<file path="config.mk">
export PLATFORM = sky130hd
export DESIGN_NAME = mem_access_unit
export DESIGN_NICKNAME = d
export VERILOG_FILES = /design/src/rtl/mem_access_unit.sv
export SDC_FILE = /design/constraint.sdc
export NUM_CORES = 1
export LEC_CHECK = 0
export CORE_MARGIN = 10
export CORE_UTILIZATION = 30
export CTS_CLUSTER_SIZE = 20
export DETAILED_ROUTE_END_ITERATION = 8
export HOLD_SLACK_MARGIN = 0.06
export PLACE_DENSITY = 0.62
export SLEW_MARGIN = 20
export SYNTH_ARGS = -nofsm -noshare
export SYNTH_HDL_FRONTEND = slang
export SYNTH_SLANG_ARGS = --single-unit
export TNS_END_PERCENT = 100
</file>
<file path="constraint.sdc">
create_clock -name clk -period 4.3 [get_ports clk]
set_input_delay 1.29 -clock clk [delete_from_list [all_inputs] [get_ports clk]]
set_output_delay 1.29 -clock clk [all_outputs]
set_load 0.1 [all_outputs]
</file>
<file path="src/rtl/mem_access_unit.sv">
// Memory-access stage: runs execute's load/store as a byte-serial sequence on the
// single-port byte RAM bus and hands extended load data to write-back.
module mem_access_unit #(
    parameter int unsigned ADDR_W = 32,
    parameter int unsigned DATA_W = 32
) (
    input  logic              clk,
    input  logic              rst_n,
    input  logic              rdy_i,
    input  logic              req_valid_i,
    input  logic              req_we_i,
    input  logic [1:0]        req_size_i,
    input  logic              req_signed_i,
    input  logic [ADDR_W-1:0] req_addr_i,
    input  logic [DATA_W-1:0] req_wdata_i,
    input  logic [4:0]        req_wd_i,
    input  logic              req_wreg_i,
    output logic              busy_o,
    output logic [ADDR_W-1:0] mem_a_o,
    output logic [7:0]        mem_dout_o,
    output logic              mem_wr_o,
    input  logic [7:0]        mem_din_i,
    output logic              done_o,
    output logic [4:0]        wd_o,
    output logic              wreg_o,
    output logic [DATA_W-1:0] wdata_o
);

    localparam int unsigned K_W = 3;

    typedef enum logic [1:0] {IDLE, LOAD, STORE, DONE} state_e;

    state_e            state_q, state_d;
    logic [K_W-1:0]    k_q, k_d;
    logic [K_W-1:0]    last_q, last_d;
    logic [ADDR_W-1:0] addr_q, addr_d;
    logic [DATA_W-1:0] sdata_q, sdata_d;
    logic [DATA_W-1:0] asm_q, asm_d;
    logic [1:0]        size_q, size_d;
    logic              sgn_q, sgn_d;
    logic [4:0]        rwd_q, rwd_d;
    logic              rwreg_q, rwreg_d;
    logic              rdy_q;

    logic [ADDR_W-1:0] mem_a_q, mem_a_d;
    logic [7:0]        mem_dout_q, mem_dout_d;
    logic              mem_wr_q, mem_wr_d;
    logic              done_q, done_d;
    logic [4:0]        wd_q, wd_d;
    logic              wreg_q, wreg_d;
    logic [DATA_W-1:0] wdata_q, wdata_d;

    logic [K_W-1:0]    k_inc;
    logic [1:0]        cap_idx;

    function automatic logic [7:0] byte_of(input logic [DATA_W-1:0] d, input logic [1:0] idx);
        byte_of = d[{idx, 3'b000} +: 8];
    endfunction

    function automatic logic [DATA_W-1:0] extend(input logic [DATA_W-1:0] d,
                                                 input logic [1:0] size, input logic sgn);
        unique case (size)
            2'b00:   extend = {{(DATA_W-8){sgn & d[7]}}, d[7:0]};
            2'b01:   extend = {{(DATA_W-16){sgn & d[15]}}, d[15:0]};
            default: extend = d;
        endcase
    endfunction

    assign k_inc   = k_q + 3'd1;
    assign cap_idx = 2'(k_q - 3'd1);

    // Next-state, latched request and registered-output computation
    always_comb begin
        state_d    = state_q;
        k_d        = k_q;
        last_d     = last_q;
        addr_d     = addr_q;
        sdata_d    = sdata_q;
        size_d     = size_q;
        sgn_d      = sgn_q;
        rwd_d      = rwd_q;
        rwreg_d    = rwreg_q;
        asm_d      = asm_q;
        mem_a_d    = mem_a_q;
        mem_dout_d = mem_dout_q;
        mem_wr_d   = mem_wr_q;
        done_d     = 1'b0;
        wd_d       = 5'd0;
        wreg_d     = 1'b0;
        wdata_d    = '0;

        // Byte for address k-1 arrives now if the cycle that issued it was not stalled
        if (state_q == LOAD && k_q != 3'd0 && rdy_q) begin
            asm_d[{cap_idx, 3'b000} +: 8] = mem_din_i;
        end

        unique case (state_q)
            IDLE: begin
                mem_wr_d = 1'b0;
                if (req_valid_i && rdy_i) begin
                    addr_d     = req_addr_i;
                    sdata_d    = req_wdata_i;
                    size_d     = req_size_i;
                    sgn_d      = req_signed_i;
                    rwd_d      = req_wd_i;
                    rwreg_d    = req_wreg_i;
                    asm_d      = '0;
                    k_d        = 3'd0;
                    last_d     = (req_size_i == 2'b00) ? 3'd0 :
                                 (req_size_i == 2'b01) ? 3'd1 : 3'd3;
                    mem_a_d    = req_addr_i;
                    mem_dout_d = req_wdata_i[7:0];
                    mem_wr_d   = req_we_i;
                    state_d    = req_we_i ? STORE : LOAD;
                end
            end
            LOAD: begin
                if (rdy_i) begin
                    if (k_q == last_q + 3'd1) begin
                        state_d = DONE;
                        done_d  = 1'b1;
                        wd_d    = rwd_q;
                        wreg_d  = rwreg_q && (rwd_q != 5'd0);
                        wdata_d = extend(asm_d, size_q, sgn_q);
                    end else begin
                        k_d = k_inc;
                        if (k_q != last_q) begin
                            mem_a_d = addr_q + ADDR_W'(k_inc);
                        end
                    end
                end
            end
            STORE: begin
                if (rdy_i) begin
                    if (k_q == last_q) begin
                        state_d  = DONE;
                        mem_wr_d = 1'b0;
                        done_d   = 1'b1;
                        wd_d     = rwd_q;
                    end else begin
                        k_d        = k_inc;
                        mem_a_d    = addr_q + ADDR_W'(k_inc);
                        mem_dout_d = byte_of(sdata_q, k_inc[1:0]);
                        mem_wr_d   = 1'b1;
                    end
                end
            end
            DONE: begin
                state_d = IDLE;
            end
            default: begin
                state_d = IDLE;
            end
        endcase
    end

    always_ff @(posedge clk or negedge rst_n) begin
        if (!rst_n) begin
            state_q    <= IDLE;
            k_q        <= '0;
            last_q     <= '0;
            addr_q     <= '0;
            sdata_q    <= '0;
            size_q     <= '0;
            sgn_q      <= 1'b0;
            rwd_q      <= '0;
            rwreg_q    <= 1'b0;
            asm_q      <= '0;
            rdy_q      <= 1'b0;
            mem_a_q    <= '0;
            mem_dout_q <= '0;
            mem_wr_q   <= 1'b0;
            done_q     <= 1'b0;
            wd_q       <= '0;
            wreg_q     <= 1'b0;
            wdata_q    <= '0;
        end else begin
            state_q    <= state_d;
            k_q        <= k_d;
            last_q     <= last_d;
            addr_q     <= addr_d;
            sdata_q    <= sdata_d;
            size_q     <= size_d;
            sgn_q      <= sgn_d;
            rwd_q      <= rwd_d;
            rwreg_q    <= rwreg_d;
            asm_q      <= asm_d;
            rdy_q      <= rdy_i;
            mem_a_q    <= mem_a_d;
            mem_dout_q <= mem_dout_d;
            mem_wr_q   <= mem_wr_d;
            done_q     <= done_d;
            wd_q       <= wd_d;
            wreg_q     <= wreg_d;
            wdata_q    <= wdata_d;
        end
    end

    assign busy_o     = (state_q != IDLE);
    assign mem_a_o    = mem_a_q;
    assign mem_dout_o = mem_dout_q;
    // A stalled bus cycle must never strobe a write
    assign mem_wr_o   = mem_wr_q & rdy_i;
    assign done_o     = done_q;
    assign wd_o       = wd_q;
    assign wreg_o     = wreg_q;
    assign wdata_o    = wdata_q;

endmodule

</file>
==> impl_metrics.py, run 1 <==
metrics = {
    "status": {
        "status": "complete, no violations",
    },
    "layout": {
        "nNetsFinal": 1200,
        "synthToLayoutAreaGrowth_pct": 29.9,
        "fillCellCount": 2962,
        "drive_gt1_frac": 0.102,
        "mostFrequentLayoutCells": "246 x nand2_1, 193 x dfrtp_1, 163 x clkdlybuf4s50_1",
        "seq_area_um2": 4830,
        "multi_input_area_um2": 4100,
        "final_common_cell": "nand2_1",
    },
    "setup_path": {
        "crit_arrival_ps": 2370,
        "worstPathMaxFanout": 7,
        "cp-start-kind": "input port",
        "end_kind": "output pin",
        "critical_path_class": "in2out",
        "rr_worst_depth": 7,
        "critPathLaunch": "rdy_i",
        "cp-endpoint": "mem_wr_o",
        "r2r_start": "state_q[0]",
        "timing.rr.end": "mem_a_o[13]",
        "r2r_slack_ps": 930,
        "cp.required_ps": 3010,
    },
    "cts": {
        "clk_pin_slew_ps": 70,
        "ctsHoldBuffers": 0,
        "insertion_delay_ps": 450,
        "tritoncts": "done",
        "cts_buffers": 17,
        "cts_buffer_depth": 2,
        "post_cts_buffers": 0,
        "clkSinkCount": 193,
        "h-tree-depth": 4,
        "cts_resized": 0,
        "root_buffer": "clkbuf_16",
    },
    "sta": {
        "slew_headroom": 0.307,
        "fin_worst_skew_ps": 15.9,
        "rsz0062_at_grt": "false",
        "max_freq_mhz": 273,
        "slew_violations": 0,
        "setup_violations": 0,
        "worstMarginPinSlew_ps": 1040,
        "min_period_ps": 3660,
        "fin_setup_tns_ps": 0,
        "finalHoldViolations": 0,
        "period_share": 0.852,
    },
    "drt": {
        "dr.first_iter.drc_count": 400,
        "drt-wirelength-per-cell_um": 17.3,
        "avgViaCountPerCell": 4.88,
        "drc": 0,
        "routed_wl_um": 26000,
        "antenna_left": 0,
        "drt_first_pass_iters": 7,
        "via_count": 7334,
    },
    "die": {
        "pin_count": 167,
        "initial_core_util": 0.307,
        "die_w_um": 195,
        "die_height_um": 195,
        "rows": 63,
        "dieArea_um2": 38000,
        "core_um2": 29900,
    },
    "synth": {
        "async_reset_ff_frac": 1.00,
        "synth_flop_cell": "dfrtp_1",
        "synth_edf_count": 0,
        "synth_area_um2": 9170,
        "avgSynthCellArea_um2": 9.65,
        "synth_nets": 1051,
        "ys_warn_count": 0,
        "synth_cell_types": 55,
        "ys_seq_elements": 193,
        "synth_cells": 951,
        "synth-seq-area-share": 0.527,
    },
    "power_and_ir_drop": {
        "powerDensity_nw_per_um2": 824,
        "p_leak_nw": 5.27,
        "ir_drop_uv": 661,
        "p_total_mw": 9.82,
    },
    "global_route": {
        "antenna_found_initial": 1,
        "grt_pass1_wl_um": 42200,
        "overflow": 0,
        "track_usage": 0.137,
        "grt_pass1_vias": 7517,
        "grt_start_max_net_pins": 91,
    },
    "place": {
        "dp_hpwl_um": 18300,
        "numPortBuffers": 166,
        "globalplace.congestion": 0.809,
    },
    "worst_hold_path": {
        "hp-class": "reg2reg",
    },
    "flow_run": {
        "cap_viol_max_count": 0,
    },
}
## cell usage after synthesis (2+ instances only)
library cell | n | area share
a22o_1 | 5 | 0.0048
buf_4 | 3 | 0.0025
o31a_1 | 10 | 0.0095
mux4_2 | 8 | 0.020
or3_1 | 6 | 0.0041
dfrtp_1 | 193 | 0.53
o211ai_1 | 4 | 0.0033
nand2_2 | 2 | 0.0014
a21o_1 | 4 | 0.0033
and3_1 | 5 | 0.0034
xnor2_1 | 9 | 0.0086
nor3_1 | 16 | 0.0087
or4_1 | 7 | 0.0057
o31ai_1 | 9 | 0.0074
clkbuf_1 | 42 | 0.017
a211oi_2 | 10 | 0.014
nand2_1 | 246 | 0.10
xor2_1 | 10 | 0.0095
inv_1 | 12 | 0.0049
buf_1 | 5 | 0.0020
nor4_1 | 4 | 0.0027
and2_1 | 6 | 0.0041
a31oi_1 | 11 | 0.0075
nor2_1 | 96 | 0.039
or2_2 | 10 | 0.0068
mux2i_1 | 30 | 0.033
nand4_1 | 12 | 0.0082
nor4_2 | 2 | 0.0027
ha_1 | 13 | 0.018
o41ai_1 | 2 | 0.0019
nand2b_1 | 11 | 0.0075
nand3_1 | 23 | 0.013
a21oi_1 | 39 | 0.021
mux2_2 | 20 | 0.025
nor2b_1 | 2 | 0.0014
o21ai_0 | 30 | 0.016
a211oi_1 | 9 | 0.0074
buf_2 | 2 | 0.0011
and4_1 | 4 | 0.0038
nand4b_1 | 4 | 0.0038
## area by class of cell
cell class | count | share of cell area
Clock inverter | 15 | 0.0159
Sequential cell | 193 | 0.405
Multi-Input combinational cell | 693 | 0.344
Antenna cell | 1 | 0.000210
Inverter | 12 | 0.00378
Tap cell | 390 | 0.0409
Timing Repair Buffer | 183 | 0.154
Clock buffer | 17 | 0.0357
## per-layer routing
metal / part of all wire / global-route usage / routed length [um]
met1: 0.47 / 0.179 / 12100
met2: 0.47 / 0.219 / 12300
met3: 0.053 / 0.0384 / 1360
met4: 0.0080 / 0.0307 / 208
met5: 0.00046 / 0 / 12
## worst max-delay path, stage by stage
cell,delay (ps)
clkdlybuf4s50_1,640
and2_1,250
buf_12,190
## logic make-up (layout without fill, tap and decap cells)
kind of cell / count (synthesis) / in the layout / share of synthesized area
other: 0 / 1 / 0
XOR/XNOR: 20 / 20 / 0.0199
flip-flops: 193 / 193 / 0.527
AND/OR/NAND/NOR: 459 / 459 / 0.220
multiplexers: 58 / 58 / 0.0769
AO/OA/AOI/OAI: 142 / 142 / 0.108
buffers and inverters: 65 / 227 / 0.0289
adder cells (fa/ha/maj): 14 / 14 / 0.0199
## where the power goes
group | total (mW) | internal [mW] | leakage, nW | switching, mW
Combinational | 5.25 | 1.70 | 2.49 | 3.55
Sequential | 2.93 | 2.44 | 2.48 | 0.488
Clock | 1.63 | 0.794 | 0.298 | 0.838
Total | 9.82 | 4.94 | 5.27 | 4.87
## registers in the layout, indices dropped and copies added, names as in the netlist, 3 cells and up
signal      count
addr_q         32
asm_q          32
mem_a_o        32
sdata_q        32
wdata_o        32
mem_dout_o      8
rwd_q           5
wd_o            5
k_q             3
## worst min path at each step
stage / start / endpoint / slack (ps) / cells past startpoint
after detailed placement: rwreg_q / rwreg_q / 460 / 2
after global placement: sdata_q[7] / sdata_q[7] / 450 / 2
after CTS: sdata_q[20] / sdata_q[20] / 480 / 2
after floorplan: rwreg_q / rwreg_q / 440 / 2
after global routing: sdata_q[15] / sdata_q[15] / 500 / 2
final: sdata_q[15] / sdata_q[15] / 480 / 2
## stage by stage
stage	hold WS, ps	worst slack (ps)	cell area, um^2	cells	utilization
2_1_floorplan	439	748	9170	951	-
3_3_place_gp	453	625	11300	1471	0.378
3_5_place_dp	460	627	11300	1471	0.378
4_1_cts	481	621	11900	1503	0.399
5_1_grt	497	609	11900	1503	0.399
6_report	479	635	11900	1504	0.399
No activity file was read; power rests on OpenSTA's default activity.
==> inputs of run 2 (changes only) <==
--- a/config.mk
+++ b/config.mk
@@ -5,8 +5,10 @@
 export SDC_FILE = /design/constraint.sdc
 export NUM_CORES = 1
 export LEC_CHECK = 0
+export CAP_MARGIN = 30
 export CORE_MARGIN = 10
 export CORE_UTILIZATION = 30
+export CTS_CLUSTER_DIAMETER = 80
 export CTS_CLUSTER_SIZE = 20
 export DETAILED_ROUTE_END_ITERATION = 8
 export HOLD_SLACK_MARGIN = 0.06
==> run 2 against run 1 <==
  * Final cell count about the same
  * Register-to-register slack improved by 40 ps
  * Non-clock buffer count increased by 2
  * Critical path depth unchanged
  * Routed wire length decreased by 0.41%
  * Cell area increased by 0.42%
  * Utilization increased by 0.17 points
  * Largest cell class unchanged
  * Highest routed layer unchanged
==> impl_metrics.py, run 2 (same netlist as run 1, synthesis figures left out) <==
metrics = {
    "status": {
        "status": "complete, no violations",
    },
    "setup_path": {
        "cp.required_ps": 3010,
        "cp-start-kind": "input port",
        "worstPathMaxFanout": 7,
        "critical_path_class": "in2out",
        "end_kind": "output pin",
        "critPathLaunch": "rdy_i",
        "slowest_stage": "clkdlybuf4s50_1",
        "path_cells": "clkdlybuf4s50_1 -> and2_1 -> buf_12",
        "slowest_delay_ps": 620,
        "r2r_start": "state_q[0]",
        "crit_arrival_ps": 2350,
    },
    "layout": {
        "fillCellCount": 2944,
        "drive_gt1_frac": 0.104,
        "diodes": 0,
        "final_common_cell": "nand2_1",
        "mostFrequentLayoutCells": "246 x nand2_1, 193 x dfrtp_1, 163 x clkdlybuf4s50_1",
        "nNetsFinal": 1202,
        "synthToLayoutAreaGrowth_pct": 30.5,
        "final_core_util": 0.401,
    },
    "sta": {
        "fin_setup_tns_ps": 0,
        "worstMarginPinSlew_ps": 1040,
        "slew_headroom": 0.302,
        "setup_violations": 0,
        "fin_worst_skew_ps": 13.4,
        "rsz0062_at_grt": "false",
        "max_freq_mhz": 274,
        "finalHoldViolations": 0,
        "slew_violations": 0,
        "min_period_ps": 3640,
        "period_share": 0.847,
    },
    "cts": {
        "post_cts_buffers": 0,
        "ctsHoldBuffers": 0,
        "h-tree-depth": 4,
        "cts_buffer_depth": 2,
        "tritoncts": "done",
        "cts_buffers": 17,
        "clk_pin_slew_ps": 70,
        "root_buffer": "clkbuf_16",
        "clkSinkCount": 193,
        "insertion_delay_ps": 460,
        "cts_resized": 0,
    },
    "global_route": {
        "grt_start_max_net_pins": 91,
        "grt.busiest_layer": "met2",
        "track_usage": 0.137,
        "antenna_found_initial": 2,
        "grt_use_met1": 0.178,
        "use_met2": 0.218,
        "gr-usage-met3": 0.0418,
        "grt_pass1_vias": 7547,
        "overflow": 0,
        "grt_pass1_wl_um": 42300,
    },
    "worst_hold_path": {
        "hp-start": "sdata_q[29]",
        "hp-class": "reg2reg",
    },
    "drt": {
        "dr.first_iter.drc_count": 451,
        "via_count": 7374,
        "drt_first_pass_iters": 5,
        "avgViaCountPerCell": 4.90,
        "drt-wirelength-per-cell_um": 17.2,
        "antenna_left": 0,
        "routed_wl_um": 25900,
        "drc": 0,
    },
    "die": {
        "rows": 63,
        "die_height_um": 195,
        "initial_core_util": 0.307,
        "core_um2": 29900,
        "dieArea_um2": 38000,
        "die_w_um": 195,
        "pin_count": 167,
    },
    "place": {
        "numPortBuffers": 166,
        "globalplace.congestion": 0.809,
        "dp_hpwl_um": 18300,
    },
    "power_and_ir_drop": {
        "p_leak_nw": 5.29,
        "ir_drop_uv": 699,
        "powerDensity_nw_per_um2": 824,
    },
    "flow_run": {
        "cap_viol_max_count": 0,
    },
}
## run 2: cell types whose count changed in the layout (fill, tap and decap cells not counted), sizes merged
cell      delta
buf          +2
clkinv       -2
diode        -1
clkinvlp     +2
## run 2: layer usage
metal  share of wire  routed length (um)
met5          0.0010                  27
met1            0.46               11900
met3           0.062                1600
met2            0.47               12100
met4          0.0096                 249
## run 2: layout make-up
cell class,instances,area [um^2],area share
sequential,193,4830,0.404
multi-input combinational,693,4100,0.343
timing repair buffer,185,1890,0.158
tap,390,488,0.0408
clock buffer,17,425,0.0355
clock inverter,15,186,0.0156
inverter,12,45.0,0.00376
## run 2: path summary, 6_finish.rpt
path,end,slack (ps),depth (start not counted)
setup / recovery,mem_wr_o,660,3
hold / removal,sdata_q[29],480,2
setup reg to reg,mem_a_o[12],970,7
hold reg to reg,sdata_q[29],480,2
max in group asynchronous,sdata_q[23],2510,2
min in group asynchronous,mem_a_o[4],850,1
## run 2: worst max-delay path, delay by kind of cell
| kind | cells | cell delay [ps] |
|---|---|---|
| AND/OR/NAND/NOR | 1 | 250 |
| buffers and inverters | 2 | 810 |
## run 2: report_power, final
| group | switching, mW | internal, mW | total [mW] |
|---|---|---|---|
| clock network | 0.837 | 0.791 | 1.63 |
| logic | 3.55 | 1.76 | 5.31 |
| registers | 0.490 | 2.44 | 2.93 |
| total | 4.88 | 4.99 | 9.87 |
## run 2: through the flow
| step | cell area, um^2 | std cells | worst slack (ps) | power, mW | hold WS, ps |
|---|---|---|---|---|---|
| 6_report | 12000 | 1505 | 656 | 9.87 | 477 |
| 5_1_grt | 12000 | 1505 | 600 | 10.5 | 500 |
| 4_1_cts | 12000 | 1505 | 620 | 9.98 | 482 |
| 3_5_place_dp | 11400 | 1473 | 625 | 8.32 | 461 |
| 3_3_place_gp | 11300 | 1471 | 625 | 8.18 | 453 |
| 2_1_floorplan | 9170 | 951 | 748 | 6.88 | 439 |
==> inputs of run 3 (changes only) <==
==> constraint.sdc (replaced) <==
create_clock -name clk -period 3.6 [get_ports clk]
set_input_delay 1.08 -clock clk [delete_from_list [all_inputs] [get_ports clk]]
set_output_delay 1.08 -clock clk [all_outputs]
set_load 0.1 [all_outputs]
==> run 3 against run 2 <==
  * Sequential share of layout area grew 0.65 points
  * Die area is the same
  * Final cell count grew 0.27%
  * Flip-flop and latch count is the same
  * Global-route usage grew 0.15 points
  * Clock power grew 23%
  * Non-clock buffer count grew 4
  * Power grew 19%
  * Count of clock-buffer cells in the layout is the same
  * Via count grew 0.20%
==> impl_metrics.py, run 3 (same netlist as run 1, synthesis figures left out) <==
metrics = {
    "setup_path": {
        "timing.rr.end": "mem_a_o[26]",
        "r2r_slack_ps": 600,
        "slowest_delay_ps": 510,
        "path_cells": "clkdlybuf4s50_1 -> and2_1 -> buf_12",
        "end_kind": "output pin",
        "crit_arrival_ps": 1980,
        "slowest_stage": "clkdlybuf4s50_1",
        "critical_path_class": "in2out",
        "cp.required_ps": 2520,
        "rr_worst_depth": 9,
        "worstPathMaxFanout": 2,
        "cp-start-kind": "input port",
        "r2r_start": "k_q[0]",
    },
    "layout": {
        "fillCellCount": 2948,
        "final_core_util": 0.394,
        "seq_area_um2": 4830,
        "diodes": 0,
        "synthToLayoutAreaGrowth_pct": 28.4,
        "drive_gt1_frac": 0.177,
        "mostFrequentLayoutCells": "246 x nand2_1, 193 x dfrtp_1, 100 x buf_4",
        "multi_input_area_um2": 4100,
        "nNetsFinal": 1206,
        "final_common_cell": "nand2_1",
    },
    "place": {
        "dp_hpwl_um": 18900,
        "numPortBuffers": 166,
        "globalplace.congestion": 0.830,
        "post-place-ws_ps": 476,
    },
    "global_route": {
        "track_usage": 0.138,
        "antenna_found_initial": 1,
        "grt_pass1_wl_um": 42800,
        "grt_start_max_net_pins": 72,
        "grt_pass1_vias": 7625,
        "overflow": 0,
    },
    "cts": {
        "insertion_delay_ps": 440,
        "h-tree-depth": 4,
        "tritoncts": "done",
        "cts_resized": 0,
        "clkSinkCount": 193,
        "clk_pin_slew_ps": 70,
        "ctsHoldBuffers": 0,
        "root_buffer": "clkbuf_16",
        "cts_buffers": 17,
        "cts_buffer_depth": 2,
        "post_cts_buffers": 0,
    },
    "sta": {
        "setup_ws_ps": 542,
        "fin_worst_skew_ps": 16.4,
        "slew_violations": 0,
        "rsz0062_at_grt": "false",
        "min_period_ps": 3060,
        "max_freq_mhz": 327,
        "finalHoldViolations": 0,
        "fin_setup_tns_ps": 0,
        "setup_violations": 0,
        "holdWs_ps": 479,
        "worstMarginPinSlew_ps": 944,
        "slew_headroom": 0.369,
        "period_share": 0.850,
    },
    "drt": {
        "highest_layer": "met5",
        "antenna_left": 0,
        "drt_first_pass_iters": 5,
        "routedLengthMet1_um": 12500,
        "dr.first_iter.drc_count": 533,
        "routed_wl_um": 26500,
        "via_count": 7389,
        "wl_met3_um": 1350,
        "avgViaCountPerCell": 4.90,
        "drc": 0,
        "drt-wirelength-per-cell_um": 17.6,
        "dr_wl_met2_um": 12500,
    },
    "die": {
        "die_height_um": 195,
        "die_w_um": 195,
        "rows": 63,
        "pin_count": 167,
        "initial_core_util": 0.307,
        "dieArea_um2": 38000,
        "core_um2": 29900,
    },
    "worst_hold_path": {
        "hp-class": "reg2reg",
        "hold_depth": 2,
        "hp-start": "sdata_q[28]",
        "min_to": "sdata_q[28]",
    },
    "power_and_ir_drop": {
        "p_leak_nw": 5.43,
        "ir_drop_uv": 829,
        "p_total_mw": 11.7,
        "powerDensity_nw_per_um2": 996,
    },
    "flow_run": {
        "cap_viol_max_count": 0,
    },
    "status": {
        "status": "complete, no violations",
    },
}
run 3: changes by cell type in the layout (fill, tap and decap cells not counted):
cell             change
nor4_1               +1
buf_16               -2
nor4_2               -1
clkdlybuf4s50_1     -79
buf_4               +85
bufinv_16            +1
inv_6                +1
clkinvlp_4           -2
run 3: routing by layer:
layer | GRT usage | vias up
met1 | 0.184 | 3628
li1 | - | 3564
met2 | 0.221 | 183
met3 | 0.0399 | 12
met4 | 0.0256 | 2
met5 | 0 | -
run 3: final cells by class:
type	instances	area share
timing repair buffer	189	0.143
sequential	193	0.410
clock inverter	15	0.0178
inverter	12	0.00382
multi-input combinational	693	0.348
tap	390	0.0414
clock buffer	17	0.0361
run 3: power breakdown:
group / switching [mW] / total (mW) / internal (mW)
logic: 4.24 / 6.19 / 1.96
clock network: 0.993 / 2.01 / 1.02
registers: 0.605 / 3.53 / 2.92
run 3: critical path, delay by kind of cell:
family / cells / cell delay (ps)
and+or+nand+nor: 1 / 190
buffers and inverters: 2 / 690
run 3: how the worst max path moves through the flow:
stage	slack, ps	start	endpoint	depth (start not counted)
2_1_floorplan	310	k_q[0]	mem_a_o[13]	11
3_3_place_gp	520	rdy_i	mem_wr_o	3
3_5_place_dp	480	rdy_i	mem_a_o[25]	7
4_1_cts	500	rdy_i	mem_wr_o	3
5_1_grt	390	k_q[0]	mem_a_o[13]	9
6_report	540	rdy_i	mem_wr_o	3
run 3: through the flow:
stage          std cells  area (um^2)
2_1_floorplan        951         9170
3_3_place_gp        1477        11100
3_5_place_dp        1477        11100
4_1_cts             1509        11800
5_1_grt             1509        11800
6_report            1509        11800
